### config.mk
export PLATFORM = sky130hd
export DESIGN_NAME = ctrl_seq
export DESIGN_NICKNAME = d
export VERILOG_FILES = /design/src/rtl/ctrl_seq.sv
export SDC_FILE = /design/constraint.sdc
export NUM_CORES = 1
export LEC_CHECK = 0
export ABC_AREA = 1
export CAP_MARGIN = 20
export CORE_MARGIN = 3
export CORE_UTILIZATION = 38
export DETAILED_ROUTE_END_ITERATION = 6
export GPL_TIMING_DRIVEN = 0
export PLACE_DENSITY = 0.76
export SLEW_MARGIN = 20
export SYNTH_ARGS = -nofsm -noshare
export SYNTH_HDL_FRONTEND = slang
export SYNTH_SLANG_ARGS = --single-unit
export TNS_END_PERCENT = 50
### constraint.sdc
create_clock -name clk -period 1.92 [get_ports clk]
set_input_delay 0.576 -clock clk [delete_from_list [all_inputs] [get_ports clk]]
set_output_delay 0.576 -clock clk [all_outputs]
set_load 0.02 [all_outputs]
### src/rtl/ctrl_seq.sv
// ctrl_seq: T-state sequencer and control-strobe decoder for an 8-bit accumulator CPU
`ifndef WORDSIZE
`define WORDSIZE 8
`endif
module ctrl_seq #(
   parameter int OPW = 4
) (
   input  logic                 clk,
   input  logic                 clr,
   input  logic                 run,
   input  logic [`WORDSIZE-1:0] instr,
   output logic                 pc_oe,
   output logic                 pc_inc,
   output logic                 mar_ld,
   output logic                 ram_oe,
   output logic                 ir_ld,
   output logic                 ir_oe,
   output logic                 a_ld,
   output logic                 a_oe,
   output logic                 b_ld,
   output logic                 alu_oe,
   output logic                 alu_sub,
   output logic                 out_ld,
   output logic [5:0]           tstate,
   output logic                 halted,
   output logic [`WORDSIZE-1:0] icount
);
   typedef enum logic [2:0] {IDLE, T1, T2, T3, T4, T5, T6, HALT} state_t;
   localparam logic [OPW-1:0] OP_LDA = OPW'(0);
   localparam logic [OPW-1:0] OP_ADD = OPW'(1);
   localparam logic [OPW-1:0] OP_SUB = OPW'(2);
   localparam logic [OPW-1:0] OP_OUT = OPW'(14);
   localparam logic [OPW-1:0] OP_HLT = '1;
   state_t         state;
   logic [OPW-1:0] op;
   logic           unused_operand;
   logic           lda, alu, sub, outi, mem;
   assign op             = instr[`WORDSIZE-1 -: OPW];
   assign unused_operand = ^instr[`WORDSIZE-OPW-1:0];
   assign lda  = op == OP_LDA;
   assign sub  = op == OP_SUB;
   assign alu  = (op == OP_ADD) || sub;
   assign outi = op == OP_OUT;
   assign mem  = lda || alu;
   always_ff @(posedge clk or posedge clr) begin
      if (clr) begin
         state  <= IDLE;
         icount <= '0;
      end else begin
         case (state)
            IDLE:    state <= run ? T1 : IDLE;
            T1:      state <= T2;
            T2:      state <= T3;
            T3:      state <= T4;
            T4:      state <= (op == OP_HLT) ? HALT : T5;
            T5:      state <= T6;
            T6: begin
               state  <= run ? T1 : IDLE;
               icount <= icount + 1'b1;
            end
            default: state <= HALT;
         endcase
      end
   end
   assign tstate  = {state == T6, state == T5, state == T4, state == T3, state == T2, state == T1};
   assign halted  = state == HALT;
   // execute-phase strobes follow instr live; fetch strobes ignore it
   assign pc_oe   = state == T1;
   assign pc_inc  = state == T2;
   assign mar_ld  = (state == T1) || (state == T4 && mem);
   assign ram_oe  = (state == T3) || (state == T5 && mem);
   assign ir_ld   = state == T3;
   assign ir_oe   = state == T4 && mem;
   assign a_ld    = (state == T5 && lda) || (state == T6 && alu);
   assign a_oe    = state == T4 && outi;
   assign b_ld    = state == T5 && alu;
   assign alu_oe  = state == T6 && alu;
   assign alu_sub = state == T6 && sub;
   assign out_ld  = state == T4 && outi;
endmodule

Word level (Yosys, flattened, before mapping) --
Cells that the tools add are included.
Word-level totals: input bits 11, output and inout bits 27, register bits after elaboration 11, logic and storage cells 32
Operators by class: mux-type cells 3, reductions and logical operators 15, equal/unequal tests 11, $add $sub $neg 1
Operators by type and width (number):
- case mux 3 bit (6 select lines) | 1
- equality test 3 bit (second input constant) | 4
- adder 8 x 1 -> 8 bit (second input constant) | 1
- equality test 4 bit (second input constant) | 2
- logical AND 1 bit | 7
- equality test 3 x 2 -> 1 bit (second input constant) | 2
- logical OR 1 bit | 5
- equality test 4 x 1 -> 1 bit (second input constant) | 1
- equality test 4 x 2 -> 1 bit (second input constant) | 1
- logical NOT 4 bit | 1
- equality test 3 x 1 -> 1 bit (second input constant) | 1
- logical NOT 3 bit | 1
- two-way mux 2 bit | 1
- OR reduction 2 bit | 1
- two-way mux 1 bit | 1

Longest topological paths before layout --
depth in word-level cells 5, mapped depth 7

Least setup slack after synthesis --
Ideal clock, no wire load.
path type register -> output, start point register state[1], end point output port out_ld, data required time 1.344 ns, path buffers 1, arrival time 1.722 ns, cell stages (with the launch flop) 7, path slack -0.378 ns, path through dfrtp_1 > inv_1 > nand2_1 > nor2_2 > inv_1 > nor3_1 > buf_4
Between the ends: longest elaborated chain between the ends 2
RTL lines:
- from (decl) | RTL line 34 | state_t state;
- from (signal assigned) | RTL line 51 | IDLE: state <= run ? T1 : IDLE;
- from (signal assigned) | RTL line 55 | T4: state <= (op == OP_HLT) ? HALT : T5;
- from (signal assigned) | RTL line 58 | state <= run ? T1 : IDLE;
- equality test 3 bit
- via tstate[3] | RTL line 24 | output logic [5:0] tstate,
- logical AND 1 bit | RTL line 79 | assign out_ld = state == T4 && outi;
- to (decl) | RTL line 23 | output logic out_ld,
The timed path passes the listed nets, and every way through them passes these cells.

Worst setup path in the final report --
start point register state[1], end point output port out_ld
Between the ends: longest elaborated chain between the ends 2
RTL lines (RTL line):
- equality test 3 bit | 79
- logical AND 1 bit | 79
Every way passes these cells.

==> flow_summary.ini <==
[outcome]
status = finished, violations left
failing_checks = setup timing

[timing]
grt_setup_unrepaired = true
timing.final.max_slew_violations = 0
final_period_minus_worst_setup_slack_ns = 2.05
hold_violations = 0
max_slew_margin_pct = 73.2
worst_pin_slew_ns = 0.402
layout_setup_ws_ns = -0.134
final_setup_violation_count = 5
worst_clock_skew_ns = 0.00346
post-route-period-util_pct = 107
fmax_mhz = 487
hold-worst-slack_ns = 0.496
setup_tns_ns = -0.372

[drt]
postRouteWirelength_um = 1910
first_iter_violations = 7
drt-vias-per-instance = 4.60
vias = 740
drt_drc_violations_left = 0
detail_route.first_pass.iterations = 4
routedWlPerCell_um = 11.9
drt.antenna.violating_nets = 0

[floorplanning]
fp.dieArea_um2 = 2390
rows = 14
io-pin-count = 38
core_region_area_um2 = 1610
fp.dieH_um = 48.9
floorplan.die.width_um = 48.9
floorplan.initialDensity_pct = 43.4

[synth]
synthesis.area_um2 = 699
yosys-mux-area-fraction_pct = 0
synth.yosys.seq_area_share_pct = 39.4
postSynthRegisterBits = 11
synth_cell_type_count = 19
post_synth_adder_cell_area_pct = 1.79
synth_xor_area_share_pct = 5.01
yosys_warnings = 0
synthesis.area_per_instance_um2 = 7.44
synth_compound_gate_area_share_pct = 4.65
synthesized_net_count = 106
combinational_family_with_the_most_area_after_synthesis = simple AND/OR/NAND/NOR gates
postSynthCellCount = 94
synth_simple_gate_area_share_pct = 36.9

[grt]
grt_pass1_wl_um = 2750
grt_max_degree = 12
grt_antenna_before_repair = 0
grt_remaining_overflow = 0
globalRouteTotalUtil_pct = 15.6
vias_in_the_first_global_route = 646

[cts]
htree_levels = 1
cts_sinks = 11
worstSkewPairLatency_ns = 0.27
cts_tree = done
clock_path_buffers = 2
cts_made_buffers = 3
clk_pin_slew_worst_paths_ns = 0.07
cts_root_buf = sky130_fd_sc_hd__clkbuf_4

[placed_design]
pre_cts_slack_ns = -0.783
globalplace.congestion = 0.844
dpl.cell_count = 151
portBuffers = 33
dpl.hpwl_um = 1370

[setup_path]
required_ns = 1.34
worst-setup-path-type = register to output pin
critPathArrivalTime_ns = 1.48
crit_path_start_kind = register
critPathCaptureType = output pin
biggest_fanout_along_the_worst_timing_path = 3

[power]
power_density_nw_per_um2 = 1300
totalPowerFinal_mw = 1.50
irDropWorstVdd_v = 0.000930
total_leakage_power_nw = 0.637

[cells_and_area]
nNetsFinal = 150
final_layout_size_suffix_gt1_share_pct = 39.4
num_antenna_cells = 0
multi_input_comb_area_um2 = 394
sequential_cell_area_um2 = 278
layout-area-overhead-vs-synth_pct = 65.3
post_layout_nonfiller_instances = 161
filler_cells = 139

[run]
max-cap-violations = 0

[min_path]
worstHoldPathType = register to register
==> per-layer routing <==
| metal | wire length (um) | part of all wire, % | up-vias | GRT usage, % |
|---|---|---|---|---|
| met1 | 763 | 40 | 340 | 16.3 |
| met4 | 51 | 2.7 | 0 | 11.4 |
| li1 | - | - | 381 | - |
| met5 | 0 | 0 | - | 0 |
| met2 | 1030 | 54 | 14 | 26.5 |
| met3 | 63 | 3.3 | 5 | 4.59 |
==> logic make-up (layout without fill, tap and decap cells) <==
kind of cell,count (synthesis),in the layout
and+or+nand+nor,54,54
buffers and inverters,18,61
DFF,11,11
AOI/OAI and AO/OA,6,6
xor gates and xnor gates,4,4
adders and majority gates,1,1
==> registers in the layout, indices dropped and copies added (netlist names), named ones only <==
name,cells
state,2
icount,8
==> stage by stage <==
step / utilization [%] / area, um2
after floorplan: - / 716
after global placement: 66.8 / 1080
after CTS: 68.4 / 1100
after detailed placement: 66.8 / 1080
final: 71.7 / 1160
after global routing: 71.7 / 1160
==> worst max-delay path: stages (launching register included) <==
cell and delay, ns:
sky130_fd_sc_hd__dfrtp_2 0.44, sky130_fd_sc_hd__inv_4 0.08, sky130_fd_sc_hd__nand2_4 0.05, sky130_fd_sc_hd__nor2_4 0.13, sky130_fd_sc_hd__inv_2 0.07, sky130_fd_sc_hd__nor3_4 0.19
sky130_fd_sc_hd__buf_4 0.14, sky130_fd_sc_hd__buf_6 0.10
==> power breakdown <==
part           internal (mW)  switching [mW]  total [mW]
clock network         0.0806          0.0762       0.157
registers              0.308          0.0959       0.404
logic                  0.399           0.543       0.942
total                  0.788           0.715        1.50
==> final cells by class <==
type | count | area share [%]
Buffer | 5 | 3.57
Clock buffer | 4 | 2.27
Inverter | 13 | 4.44
Multi-Input combinational cell | 65 | 34.1
Sequential cell | 11 | 24.0
Tap cell | 24 | 2.60
Timing Repair Buffer | 39 | 29.0
==> layout by cell type (no fill, tap or decap) <==
master	instances
sky130_fd_sc_hd__ha_1	1
sky130_fd_sc_hd__nor3_1	1
sky130_fd_sc_hd__nor2_2	2
sky130_fd_sc_hd__nand3_1	8
sky130_fd_sc_hd__nor4_4	1
sky130_fd_sc_hd__nand3b_1	3
sky130_fd_sc_hd__dlymetal6s2s_1	3
sky130_fd_sc_hd__inv_1	10
sky130_fd_sc_hd__inv_2	2
sky130_fd_sc_hd__a21oi_1	2
sky130_fd_sc_hd__clkbuf_1	1
sky130_fd_sc_hd__buf_2	4
sky130_fd_sc_hd__buf_6	3
sky130_fd_sc_hd__o21ai_0	1
sky130_fd_sc_hd__nor2_4	3
sky130_fd_sc_hd__xnor2_1	2
sky130_fd_sc_hd__nor2_1	9
sky130_fd_sc_hd__dfrtp_2	2
sky130_fd_sc_hd__dlygate4sd2_1	3
sky130_fd_sc_hd__clkdlybuf4s50_1	5
sky130_fd_sc_hd__nand2_4	1
sky130_fd_sc_hd__dfrtp_1	9
sky130_fd_sc_hd__o22ai_1	2
sky130_fd_sc_hd__inv_4	1
sky130_fd_sc_hd__nand2_2	4
sky130_fd_sc_hd__nand2_1	20
sky130_fd_sc_hd__nor3_4	1
sky130_fd_sc_hd__o21ai_1	1
sky130_fd_sc_hd__clkdlybuf4s15_2	5
sky130_fd_sc_hd__nand3_4	1
sky130_fd_sc_hd__clkbuf_2	2
sky130_fd_sc_hd__xor2_1	2
sky130_fd_sc_hd__clkbuf_4	3
sky130_fd_sc_hd__buf_4	19
==> worst paths after layout <==
| path | depth (start not counted) | to | slack [ns] | start |
|---|---|---|---|---|
| worst min register to register | 2 | icount[7] | 0.50 | icount[7] |
| worst max-delay path | 7 | out_ld | -0.13 | state[1] |
| worst max register to register | 8 | icount[6] | 0.58 | state[1] |
| min in group asynchronous | 2 | icount[7] | 0.59 | clr |
| max in group asynchronous | 2 | state[0] | 1.02 | clr |
| worst min-delay path | 2 | icount[7] | 0.50 | icount[7] |
==> Yosys cell counts <==
master,number,area share [%]
sky130_fd_sc_hd__nand3_1,8,5.7
sky130_fd_sc_hd__nor3_1,2,1.4
sky130_fd_sc_hd__xnor2_1,2,2.5
sky130_fd_sc_hd__nor2_4,1,1.6
sky130_fd_sc_hd__nand3b_1,3,3.2
sky130_fd_sc_hd__xor2_1,2,2.5
sky130_fd_sc_hd__nand3_4,1,2.5
sky130_fd_sc_hd__inv_2,1,0.54
sky130_fd_sc_hd__buf_4,5,5.4
sky130_fd_sc_hd__nor2_2,3,2.7
sky130_fd_sc_hd__dfrtp_1,11,39
sky130_fd_sc_hd__nand2_1,25,13
sky130_fd_sc_hd__inv_1,12,6.4
sky130_fd_sc_hd__o21ai_0,2,1.4
sky130_fd_sc_hd__a21oi_1,2,1.4
sky130_fd_sc_hd__nor4_1,1,0.90
sky130_fd_sc_hd__nor2_1,10,5.4
sky130_fd_sc_hd__o22ai_1,2,1.8
sky130_fd_sc_hd__ha_1,1,1.8
==> timing repair <==
| action | in CTS | in global routing |
|---|---|---|
| gates resized for setup | 96 | 17 |
| hold buffers | 0 | 0 |
| cloned | 0 | 0 |
| setup buffers | 4 | 2 |
| setup endpoints to repair | 21 | 20 |
| pin swaps | 8 | 7 |
No activity file was read; power rests on OpenSTA's default activity.
